--- config.mk ---
export PLATFORM = sky130hd
export DESIGN_NAME = ps2_kbd_rx
export DESIGN_NICKNAME = d
export VERILOG_FILES = /design/src/rtl/ps2_kbd_rx.sv
export SDC_FILE = /design/constraint.sdc
export NUM_CORES = 1
export LEC_CHECK = 0
export CORE_ASPECT_RATIO = 0.75
export CORE_MARGIN = 4
export CORE_UTILIZATION = 51
export DETAILED_ROUTE_END_ITERATION = 10
export GPL_ROUTABILITY_DRIVEN = 1
export GPL_TIMING_DRIVEN = 0
export HOLD_SLACK_MARGIN = 0.08
export PLACE_DENSITY = 0.83
export SETUP_SLACK_MARGIN = 0.2
export SLEW_MARGIN = 20
export SYNTH_ARGS = -nofsm -noshare
export SYNTH_HDL_FRONTEND = slang
export SYNTH_SLANG_ARGS = --single-unit
export TNS_END_PERCENT = 30
--- constraint.sdc ---
create_clock -name clk_sys -period 2.2 [get_ports clk_sys]
set_clock_uncertainty 0.2 [all_clocks]
set_input_delay 0.22 -clock clk_sys [delete_from_list [all_inputs] [get_ports clk_sys]]
set_output_delay 0.22 -clock clk_sys [all_outputs]
set_load 0.1 [all_outputs]
--- src/rtl/ps2_kbd_rx.sv ---
// PS/2 keyboard receiver.
// Synchronizes ps2_clk/ps2_data into clk_sys, detects falling ps2_clk
// edges, deserializes 11-bit frames (start, 8 data LSB first, odd parity,
// stop), aborts stalled frames after TIMEOUT idle cycles, and decodes
// E0 (extended) / F0 (release) prefixes into key events.
//
// Ports:
//   clk_sys      system clock
//   reset        synchronous reset, active-high
//   ps2_clk      PS/2 clock (asynchronous, idle high)
//   ps2_data     PS/2 data (sampled on falling ps2_clk)
//   rx_byte      last correctly received byte
//   rx_strobe    one-cycle pulse, rx_byte updated
//   rx_error     one-cycle pulse on parity/stop/timeout failure
//   key_code     last non-prefix scancode
//   key_ext      key_code had an E0 prefix
//   key_release  key_code had an F0 prefix
//   key_strobe   one-cycle pulse, key_* outputs updated
module ps2_kbd_rx #(
  parameter int unsigned TIMEOUT = 32000
) (
  input  logic       clk_sys,
  input  logic       reset,
  input  logic       ps2_clk,
  input  logic       ps2_data,
  output logic [7:0] rx_byte,
  output logic       rx_strobe,
  output logic       rx_error,
  output logic [7:0] key_code,
  output logic       key_ext,
  output logic       key_release,
  output logic       key_strobe
);

  localparam int unsigned TW = $clog2(TIMEOUT + 1);

  typedef enum logic [1:0] {IDLE, DATA, PARITY, STOP} state_t;

  logic          clk_meta, clk_sync, clk_prev;
  logic          data_meta, data_sync;
  logic          fall;

  state_t        state, state_n;
  logic [2:0]    bit_cnt, bit_cnt_n;
  logic [7:0]    shift, shift_n;
  logic          par, par_n;
  logic [TW-1:0] to_cnt, to_cnt_n;
  logic          ext_flag, ext_flag_n;
  logic          rel_flag, rel_flag_n;

  logic [7:0]    rx_byte_n, key_code_n;
  logic          rx_strobe_n, rx_error_n;
  logic          key_ext_n, key_release_n, key_strobe_n;

  // Synchronizers idle high so reset never fabricates a falling edge.
  always_ff @(posedge clk_sys) begin
    if (reset) begin
      clk_meta  <= 1'b1;
      clk_sync  <= 1'b1;
      clk_prev  <= 1'b1;
      data_meta <= 1'b1;
      data_sync <= 1'b1;
    end else begin
      clk_meta  <= ps2_clk;
      clk_sync  <= clk_meta;
      clk_prev  <= clk_sync;
      data_meta <= ps2_data;
      data_sync <= data_meta;
    end
  end

  assign fall = clk_prev & ~clk_sync;

  always_ff @(posedge clk_sys) begin
    if (reset) begin
      state       <= IDLE;
      bit_cnt     <= '0;
      shift       <= '0;
      par         <= 1'b0;
      to_cnt      <= '0;
      ext_flag    <= 1'b0;
      rel_flag    <= 1'b0;
      rx_byte     <= '0;
      rx_strobe   <= 1'b0;
      rx_error    <= 1'b0;
      key_code    <= '0;
      key_ext     <= 1'b0;
      key_release <= 1'b0;
      key_strobe  <= 1'b0;
    end else begin
      state       <= state_n;
      bit_cnt     <= bit_cnt_n;
      shift       <= shift_n;
      par         <= par_n;
      to_cnt      <= to_cnt_n;
      ext_flag    <= ext_flag_n;
      rel_flag    <= rel_flag_n;
      rx_byte     <= rx_byte_n;
      rx_strobe   <= rx_strobe_n;
      rx_error    <= rx_error_n;
      key_code    <= key_code_n;
      key_ext     <= key_ext_n;
      key_release <= key_release_n;
      key_strobe  <= key_strobe_n;
    end
  end

  always_comb begin
    state_n       = state;
    bit_cnt_n     = bit_cnt;
    shift_n       = shift;
    par_n         = par;
    to_cnt_n      = '0;
    ext_flag_n    = ext_flag;
    rel_flag_n    = rel_flag;
    rx_byte_n     = rx_byte;
    rx_strobe_n   = 1'b0;
    rx_error_n    = 1'b0;
    key_code_n    = key_code;
    key_ext_n     = key_ext;
    key_release_n = key_release;
    key_strobe_n  = 1'b0;

    if (state != IDLE && !fall)
      to_cnt_n = to_cnt + TW'(1);

    unique case (state)
      IDLE: begin
        if (fall && !data_sync) begin
          state_n   = DATA;
          bit_cnt_n = '0;
        end
      end
      DATA: begin
        if (fall) begin
          shift_n   = {data_sync, shift[7:1]};
          bit_cnt_n = bit_cnt + 3'd1;
          if (bit_cnt == 3'd7)
            state_n = PARITY;
        end
      end
      PARITY: begin
        if (fall) begin
          par_n   = data_sync;
          state_n = STOP;
        end
      end
      STOP: begin
        if (fall) begin
          state_n = IDLE;
          if (data_sync && ((^shift) ^ par)) begin
            rx_byte_n   = shift;
            rx_strobe_n = 1'b1;
            if (shift == 8'hE0) begin
              ext_flag_n = 1'b1;
            end else if (shift == 8'hF0) begin
              rel_flag_n = 1'b1;
            end else begin
              key_code_n    = shift;
              key_ext_n     = ext_flag;
              key_release_n = rel_flag;
              key_strobe_n  = 1'b1;
              ext_flag_n    = 1'b0;
              rel_flag_n    = 1'b0;
            end
          end else begin
            rx_error_n = 1'b1;
            ext_flag_n = 1'b0;
            rel_flag_n = 1'b0;
          end
        end
      end
      default: state_n = IDLE;
    endcase

    // Expiry only applies when no edge arrived this cycle, so a
    // simultaneous edge is processed normally above.
    if (state != IDLE && !fall && to_cnt == TW'(TIMEOUT - 1)) begin
      state_n    = IDLE;
      rx_error_n = 1'b1;
      ext_flag_n = 1'b0;
      rel_flag_n = 1'b0;
    end
  end

endmodule
==> out/results.ini, run 1 <==
[status]
run_status = finished, final reports clean

[global_route]
antenna_found_initial = 0
largest_net_degree_at_the_start_of_global_routing = 11
groute.usage.overall_pct = 19.2
first_global_vias = 2007
grt_remaining_overflow = 0
first_pass_grt_wire_length_um = 9470

[critical_path]
cp.arrival_ns = 2.16
timing.critical_path.fanout_max = 5
timing.critical_path.to_type = flip-flop
crit_path_cell_trace = inv_1 > ha_1 > xnor2_4 > xnor2_4 > and3_4 > buf_12 > mux2i_2
cp.required_ns = 2.27
critical_path.slowest_cell = sky130_fd_sc_hd__dfxtp_2
critical_path.max_stage_delay_ns = 0.39
critical_path_launch_point_type = flip-flop
worstSetupPathType = reg -> reg
path_common_cell = sky130_fd_sc_hd__xnor2_4

[layout]
area.growth.synth_to_final_pct = 27.6
final_common_cell = sky130_fd_sc_hd__dfxtp_1
fin_area_mm2 = 0.00331
nNetsFinal = 339
antennaDiodeCount = 0
layout_common_cells = sky130_fd_sc_hd__dfxtp_1 (47), sky130_fd_sc_hd__nand2b_1 (26), sky130_fd_sc_hd__nor2_1 (25)
post_route_cells_drive_above_1_share_pct = 19.0

[clock_tree]
clock_tree.root_cell = sky130_fd_sc_hd__clkbuf_8
clock_tree_from_tritoncts = built
cts_buffer_depth = 2
number_of_clock_sinks = 57
worst_skew_pair.late_latency_ns = 0.35
htree_levels = 3
cts_hold_buf = 0
clkTransAtPathRegs_ns = 0.06
tritoncts.num_buffers = 9

[yosys]
ys_async_sr_fraction_pct = 0
number_of_synthesized_flops_with_an_enable_pin = 0
synth-warning-count = 0
postSynthCellCount = 275
postSynth.topFlopCell = sky130_fd_sc_hd__dfxtp_1
synth.net_count = 292
synth-seq-area-share_pct = 44.0
synth.distinct_cells = 43
synth.avg_cell_area_um2 = 9.43
synth.ff_latch_count = 57
syn_area_mm2 = 0.00259

[placement]
dp_hpwl_um = 3470
numPortBuffers = 24
post_placement_cell_area_mm2 = 0.00291
gp_routability_congestion = 0.787

[sta]
setup_viols_final = 0
maxSlewViolCount = 0
hold_violations = 0
fmax_mhz = 477
hold_ws_ns = 0.208
finalWorstPathRequiredPeriod_ns = 2.10
min_period_over_period_pct = 95.2
relSlewSlack_pct = 35.8
rsz0062_at_grt = yes
timing_worst_slew_pin_value_ns = 0.967

[routing]
number_of_drc_violations_after_detailed_routing_iteration_0 = 181
route.detailed.vias_per_inst = 5.56
drt_drc_violations_left = 0
drt.antenna.violating_nets = 0
drt_first_pass_iters = 4
wl_per_cell_um = 15.7
route.final.wire_length_um = 6090
route.vias.total = 2153

[run]
max-cap-violations = 0

[floorplan]
chipWidth_um = 90.3
io_pins = 25
area_of_the_die_mm2 = 0.00630
initial_utilization_pct = 52.9
die_height_um = 69.8
row_count = 22
core_mm2 = 0.00490

[power]
power.share.combinational_pct = 10.3
netSwitchingFraction_pct = 24.4
leakagePower_uw = 0.00129
p_per_area_mw_per_mm2 = 703
vdd_ir_drop_max_v = 0.000491
clkPwrFrac_pct = 43.9
seqPwrFrac_pct = 45.9
p_sw_uw = 567
internal_power_uw = 1760

[worst_hold_path]
hp-class = reg -> reg

power groups by stage:
stage               clock, uW  sequential (uW)  combinational [uW]
finish                   1020             1070                 239
global route             1090             1070                 263
CTS                      1030             1070                 206
detailed placement          0             1090                 196
global placement            0             1090                 193
floorplan                   0             1090                 153
cells by family after synthesis:
group	Yosys count	share of synthesized area, %
AO/OA/AOI/OAI	36	7.86
XOR/XNOR	15	6.95
adder cells (fa/ha/maj)	13	6.27
buffers and inverters	24	4.58
flip-flops	57	44.0
multiplexers	17	6.56
AND/OR/NAND/NOR	113	23.8
critical path: cells and delay by family (launching register included):
kind / cells / cell delay (ns)
xor+xnor: 2 / 0.42
mux: 1 / 0.20
simple gates: 1 / 0.26
buf+inv: 2 / 0.19
fa+ha+maj: 1 / 0.35
flops: 1 / 0.39
registers in the layout (all words and copies together), names as in the netlist, 2 cells and up:
| register | flops |
|---|---|
| to_cnt | 15 |
| key_code | 8 |
| rx_byte | 8 |
| shift | 8 |
| bit_cnt | 3 |
| state | 2 |
final timing paths:
kind	from	to	slack [ns]	cells after the start
worst min-delay path	data_meta$_SDFF_PP1_	data_sync$_SDFF_PP1_	0.21	1
worst max register to register	shift[1]$_SDFFE_PP0P_	key_code[5]$_SDFFE_PP0P_	0.10	7
worst max-delay path	shift[1]$_SDFFE_PP0P_	key_code[5]$_SDFFE_PP0P_	0.10	7
worst min register to register	data_meta$_SDFF_PP1_	data_sync$_SDFF_PP1_	0.21	1
layer usage:
| layer | GRT usage (%) | share of wire (%) | vias to the layer above |
|---|---|---|---|
| li1 | - | - | 1039 |
| met1 | 24.8 | 46 | 1030 |
| met2 | 28.1 | 46 | 65 |
| met3 | 7.92 | 5.5 | 19 |
| met4 | 7.98 | 2.5 | 0 |
| met5 | 0 | 0 | - |
Yosys cell counts, drive strengths merged (2+ instances only):
cell type	count	area, um2
a21oi	19	95.1
and3	3	23.8
and4	3	26.3
buf	4	43.8
clkbuf	9	33.8
dfxtp	57	1140
ha	13	163
inv	11	41.3
mux2i	17	170
nand2	10	37.5
nand2b	26	163
nand3	18	90.1
nand3b	2	15.0
nand4	5	31.3
nor2	25	93.8
nor2b	2	12.5
nor3	3	15.0
nor4	3	18.8
o21ai	10	50.1
or2	6	37.5
or3	3	18.8
xnor2	12	131
xor2	2	25.0
final cells by class:
class	count	area, um2
fill	392	1590
multi-input combinational	195	1420
sequential	57	1160
timing repair buffer	35	320
clock buffer	14	173
buffer	13	83.8
tap	60	75.1
inverter	11	41.3
clock inverter	2	35.0
per-stage QoR:
step | setup WS [ns] | setup TNS [ns] | util, % | std cells | power [uW]
after floorplan | 0.135 | 0 | - | 275 | 1240
after global placement | -0.0111 | -0.0113 | 59.4 | 359 | 1280
after detailed placement | -0.0245 | -0.133 | 59.4 | 359 | 1290
after CTS | 0.131 | 0 | 66.1 | 383 | 2310
after global routing | 0.0401 | 0 | 67.5 | 387 | 2420
final | 0.105 | 0 | 67.5 | 387 | 2330
what timing repair did:
item	CTS	global route
cloned	1	1
buffers inserted	7	3
pin swaps	11	4
setup endpoints to repair	46	48
gates resized for setup	43	9
No activity file was read; power rests on OpenSTA's default activity.
==> run 2: changes to the inputs <==
PLACE_DENSITY = 0.81   (was 0.83)
REMOVE_ABC_BUFFERS = 1   (was not set)
==> run 2 against run 1 <==
  * Final cell count shrank 5.2%
  * Utilization shrank 3.3 points
  * Clock power grew 8%
  * Critical path depth shrank 1
  * Cell area shrank 5.0%
  * Combinational power shrank 15%
  * Count of clock-buffer cells in the layout shrank 3
  * Die area is the same
  * Via count shrank 6.5%
==> out/results.ini, run 2 (synthesis gave the netlist of run 1 again) <==
[status]
run_status = finished, final reports clean

[clock_tree]
clock_tree.root_cell = sky130_fd_sc_hd__clkbuf_8
tritoncts.num_buffers = 9
number_of_clock_sinks = 57
clkTransAtPathRegs_ns = 0.07
clock_tree_from_tritoncts = built
cts_buffer_depth = 2
htree_levels = 3
cts_hold_buf = 0
worst_skew_pair.late_latency_ns = 0.34

[layout]
largest_register_ff_count = 15
layout_common_cells = sky130_fd_sc_hd__dfxtp_1 (51), sky130_fd_sc_hd__nand2b_1 (26), sky130_fd_sc_hd__nor2_1 (25)
antennaDiodeCount = 0
top_register = to_cnt
final_common_cell = sky130_fd_sc_hd__dfxtp_1
fin_area_mm2 = 0.00315
post_route_cells_drive_above_1_share_pct = 16.0
nNetsFinal = 319
area.growth.synth_to_final_pct = 21.3

[placement]
numPortBuffers = 24
pre_cts_slack_ns = -0.364
post_placement_cell_area_mm2 = 0.00283
gp_routability_congestion = 0.785
dp_hpwl_um = 3310

[floorplan]
row_count = 22
core_mm2 = 0.00490
die_height_um = 69.8
area_of_the_die_mm2 = 0.00630
chipWidth_um = 90.3
initial_utilization_pct = 52.9
io_pins = 25

[sta]
maxSlewViolCount = 0
setup_viols_final = 0
min_period_over_period_pct = 95.9
fmax_mhz = 474
hold_violations = 0
timing_worst_slew_pin_value_ns = 0.974
finalWorstPathRequiredPeriod_ns = 2.11
postLayoutSetupSlackWorst_ns = 0.0898
rsz0062_at_grt = yes
relSlewSlack_pct = 35.3

[routing]
wl_per_cell_um = 14.4
drt_drc_violations_left = 0
route.vias.total = 2014
drt_first_pass_iters = 5
route.detailed.vias_per_inst = 5.49
route.final.wire_length_um = 5270
drt.antenna.violating_nets = 0
number_of_drc_violations_after_detailed_routing_iteration_0 = 119

[critical_path]
cp.arrival_ns = 2.17
worstSetupPathType = reg -> reg
r2r_end = key_code[0]$_SDFFE_PP0P_
timing.critical_path.fanout_max = 6
critical_path_launch_point_type = flip-flop
cp.required_ns = 2.26
timing.reg2reg.setup_slack_ns = 0.09
timing.critical_path.to_type = flip-flop
critical_path_launch_point = shift[2]$_SDFFE_PP0P_
timing.reg2reg.worst_path_depth = 6
worst_r2r_start = shift[2]$_SDFFE_PP0P_

[global_route]
largest_net_degree_at_the_start_of_global_routing = 50
first_pass_grt_wire_length_um = 9380
first_global_vias = 1964
antenna_found_initial = 0
groute.usage.overall_pct = 18.9
grt_remaining_overflow = 0

[power]
leakagePower_uw = 0.00120
vdd_ir_drop_max_v = 0.000553
p_per_area_mw_per_mm2 = 757

[worst_hold_path]
hold_path_startpoint = clk_meta$_SDFF_PP1_
hold_path_end = clk_sync$_SDFF_PP1_
hp-class = reg -> reg
timing.hold.worst_path_depth = 1

[run]
max-cap-violations = 0

==> run 2: cell types whose count changed in the layout (fill, tap and decap cells not counted), moves of 2 or more <==
cell	previous run	this run
sky130_fd_sc_hd__dfxtp_2	6	2
sky130_fd_sc_hd__inv_4	0	3
sky130_fd_sc_hd__inv_1	10	8
sky130_fd_sc_hd__buf_6	3	1
sky130_fd_sc_hd__dfxtp_1	47	51
sky130_fd_sc_hd__buf_4	9	2
sky130_fd_sc_hd__clkbuf_1	9	0
sky130_fd_sc_hd__clkbuf_2	2	0
sky130_fd_sc_hd__o21ai_0	2	4
==> run 2: stage by stage <==
stage | hold WS (ns) | std cells | setup TNS, ns | utilization, % | power [uW]
2_1_floorplan | 0.0891 | 262 | -0.900 | - | 1220
3_3_place_gp | 0.192 | 346 | -13.18 | 57.8 | 1270
3_5_place_dp | 0.196 | 346 | -4.02 | 57.7 | 1280
4_1_cts | 0.215 | 367 | 0 | 64.0 | 2400
5_1_grt | 0.226 | 367 | 0 | 64.2 | 2480
6_report | 0.211 | 367 | 0 | 64.2 | 2380
==> run 2: how the worst max path moves through the flow <==
stage | to | slack, ns | depth (start not counted)
3_5_place_dp | key_code[0]$_SDFFE_PP0P_ | -0.36 | 6
3_3_place_gp | to_cnt[7]$_SDFF_PP0_ | -0.57 | 3
6_report | key_code[0]$_SDFFE_PP0P_ | 0.09 | 6
5_1_grt | key_code[7]$_SDFFE_PP0P_ | 0.006 | 6
4_1_cts | key_code[7]$_SDFFE_PP0P_ | 0.09 | 6
2_1_floorplan | key_code[0]$_SDFFE_PP0P_ | -0.09 | 6
==> run 2: where the power goes <==
group | switching, uW | internal (uW) | leakage, uW
registers | 25.7 | 1050 | 0.000464
logic | 126 | 77.7 | 0.000619
clock network | 406 | 695 | 0.000115
==> run 2: worst max-delay path: stages, from the launching register on <==
cell	delay, ns
sky130_fd_sc_hd__dfxtp_4	0.37
sky130_fd_sc_hd__inv_4	0.04
sky130_fd_sc_hd__ha_4	0.22
sky130_fd_sc_hd__xnor3_2	0.44
sky130_fd_sc_hd__xnor2_4	0.24
sky130_fd_sc_hd__and3_4	0.31
sky130_fd_sc_hd__mux2i_1	0.21
==> run 2: repair_timing <==
| action | CTS | global route |
|---|---|---|
| gates cloned | 2 | 0 |
| setup buffers | 3 | 0 |
| resized for setup | 42 | 6 |
| pin swaps | 10 | 2 |
| setup endpoints to repair | 46 | 35 |
| hold endpoints to repair | 0 | 0 |
==> run 2: final cells by class <==
type / count / area [um2]
multi-input cells: 195 / 1390
repair buffers: 28 / 240
flip-flops and latches: 57 / 1160
well taps: 60 / 75.1
clock buffers: 11 / 151
inverters: 11 / 48.8
fillers: 426 / 1750
clock inverters: 5 / 77.6
==> run 2: metal layers <==
layer  routed length (um)  up-vias  global-route usage (%)
met5                    0        -                       0
met2                 2290       63                    28.0
met3                  392        5                    6.94
met1                 2530      946                    25.3
li1                     -     1000                       -
met4                   55        0                    6.62
==> run 3: changes to the inputs <==
==> constraint.sdc (replaced) <==
create_clock -name clk_sys -period 2.2 [get_ports clk_sys]
set_clock_uncertainty 0.2 [all_clocks]
set_input_delay 0.44 -clock clk_sys [delete_from_list [all_inputs] [get_ports clk_sys]]
set_output_delay 0.44 -clock clk_sys [all_outputs]
set_load 0.1 [all_outputs]
==> run 3 against run 2 <==
  * Count of clock-buffer cells in the layout did not move
  * Sequential share of layout area is 0.58 points higher
  * Critical path depth unchanged
  * Final cell count stayed put
  * Clock power hardly changed
  * Sequential power hardly changed
  * Combinational power rose by 4%
  * Register-to-register slack gained 0.03 ns
  * Routed wire length grew 0.38%
  * Maximum frequency is 1.3% higher
  * Power increased by 0.16%
  * Critical endpoint unchanged
  * Largest cell class unchanged
==> out/results.ini, run 3 (synthesis gave the netlist of run 1 again) <==
[worst_hold_path]
hp-class = reg -> reg
hold_path_end = clk_sync$_SDFF_PP1_
hold_path_startpoint = clk_meta$_SDFF_PP1_
timing.hold.worst_path_depth = 1

[clock_tree]
cts_buffer_depth = 2
clock_tree_from_tritoncts = built
worst_skew_pair.late_latency_ns = 0.34
tritoncts.num_buffers = 9
htree_levels = 3
number_of_clock_sinks = 57
clock_tree.root_cell = sky130_fd_sc_hd__clkbuf_8
clkTransAtPathRegs_ns = 0.07

[critical_path]
cp.required_ns = 2.26
cp.buffers_inverters = 1
r2r_end = key_code[0]$_SDFFE_PP0P_
worstSetupPathType = reg -> reg
crit_family = XOR/XNOR gates
worst_r2r_start = shift[2]$_SDFFE_PP0P_
timing.reg2reg.setup_slack_ns = 0.12
timing.reg2reg.worst_path_depth = 6
critical_path.max_stage_delay_ns = 0.44
timing.critical_path.fanout_max = 6
cp.arrival_ns = 2.15
timing.critical_path.to_type = flip-flop
critical_path_launch_point_type = flip-flop
crit_path_cell_trace = inv_4 > ha_4 > xnor3_2 > xnor2_4 > and3_4 > mux2i_1
critical_path.slowest_cell = sky130_fd_sc_hd__xnor3_2

[placement]
numPortBuffers = 24
pre_cts_slack_ns = -0.364
gp_routability_congestion = 0.785
dp_hpwl_um = 3310

[sta]
fmax_mhz = 480
relSlewSlack_pct = 48.9
maxSlewViolCount = 0
setup_viols_final = 0
finalWorstPathRequiredPeriod_ns = 2.08
hold_ws_ns = 0.211
hold_violations = 0
postLayoutSetupSlackWorst_ns = 0.116
timing_worst_slew_pin_value_ns = 0.766
rsz0062_at_grt = yes
min_period_over_period_pct = 94.7

[global_route]
antenna_found_initial = 0
grt_remaining_overflow = 0
groute.usage.overall_pct = 19.0
largest_net_degree_at_the_start_of_global_routing = 50
first_pass_grt_wire_length_um = 9400
first_global_vias = 1974

[floorplan]
area_of_the_die_mm2 = 0.00630
io_pins = 25
core_mm2 = 0.00490
die_height_um = 69.8
initial_utilization_pct = 52.9
chipWidth_um = 90.3
row_count = 22

[run]
max-cap-violations = 0

[layout]
nNetsFinal = 319
layout_common_cells = sky130_fd_sc_hd__dfxtp_1 (51), sky130_fd_sc_hd__nand2b_1 (26), sky130_fd_sc_hd__nor2_1 (24)
antennaDiodeCount = 0
top_register = to_cnt
area.growth.synth_to_final_pct = 19.4
largest_register_ff_count = 15
post_route_cells_drive_above_1_share_pct = 24.1
final_common_cell = sky130_fd_sc_hd__dfxtp_1

[power]
power_uw = 2390
leakagePower_uw = 0.00112
p_per_area_mw_per_mm2 = 770
vdd_ir_drop_max_v = 0.000552

[routing]
drt.antenna.violating_nets = 0
drt_drc_violations_left = 0
drt_first_pass_iters = 4
route.final.wire_length_um = 5290
wl_per_cell_um = 14.4
route.detailed.vias_per_inst = 5.49
route.vias.total = 2015
number_of_drc_violations_after_detailed_routing_iteration_0 = 115

[status]
run_status = finished, final reports clean

==> run 3: cell count changes in the layout (fill, tap and decap cells not counted), moves of 2 or more <==
cell,previous run,this run
sky130_fd_sc_hd__clkbuf_2,0,19
sky130_fd_sc_hd__dlygate4sd2_1,21,0
sky130_fd_sc_hd__clkdlybuf4s15_2,0,2
sky130_fd_sc_hd__inv_2,0,2
==> run 3: routing by layer <==
metal  global-route usage [%]  vias up  part of all wire, %
met5                        0        -                    0
met4                     7.81        0                  1.2
met3                     6.62        6                  7.6
met2                     27.9       67                   44
met1                     25.3      943                   47
li1                         -      999                    -
==> run 3: power breakdown <==
group / leakage (uW) / total, uW / switching (uW) / internal [uW]
clock network: 0.000115 / 1100 / 404 / 695
registers: 0.000464 / 1070 / 22.7 / 1050
logic: 0.000544 / 213 / 127 / 86.1
total: 0.00112 / 2390 / 554 / 1830
==> run 3: per-stage QoR <==
stage	utilization, %	cell area, um2	instances	setup TNS [ns]
after floorplan	-	2520	262	-0.900
after global placement	57.8	2830	346	-21.57
after detailed placement	57.7	2830	346	-4.02
after CTS	63.9	3130	367	0
after global routing	63.2	3100	367	0
final	63.2	3100	367	0
==> run 3: worst max path at each step <==
stage / from / end / slack, ns / cells past startpoint
5_1_grt: shift[2]$_SDFFE_PP0P_ / key_code[7]$_SDFFE_PP0P_ / 0.02 / 6
2_1_floorplan: shift[4]$_SDFFE_PP0P_ / key_code[0]$_SDFFE_PP0P_ / -0.09 / 6
3_5_place_dp: shift[4]$_SDFFE_PP0P_ / key_code[0]$_SDFFE_PP0P_ / -0.36 / 6
4_1_cts: rx_byte[3]$_SDFFE_PP0P_ / rx_byte[3] / 0.03 / 1
6_report: shift[2]$_SDFFE_PP0P_ / key_code[0]$_SDFFE_PP0P_ / 0.12 / 6
3_3_place_gp: reset / to_cnt[7]$_SDFF_PP0_ / -0.79 / 3
==> run 3: timing repair <==
| item | 4_1_cts | 5_1_grt |
|---|---|---|
| setup buffers | 4 | 0 |
| setup endpoints to repair | 46 | 44 |
| hold buffers | 0 | 0 |
| pin swaps | 5 | 9 |
| gates cloned | 1 | 0 |
| resized for setup | 49 | 44 |
==> run 3: cell type report <==
| class | instances | area, um2 |
|---|---|---|
| timing repair buffer | 28 | 176 |
| clock buffer | 11 | 151 |
| tap | 60 | 75.1 |
| inverter | 11 | 46.3 |
| fill | 422 | 1800 |
| sequential | 57 | 1160 |
| clock inverter | 5 | 77.6 |
| multi-input combinational | 195 | 1410 |
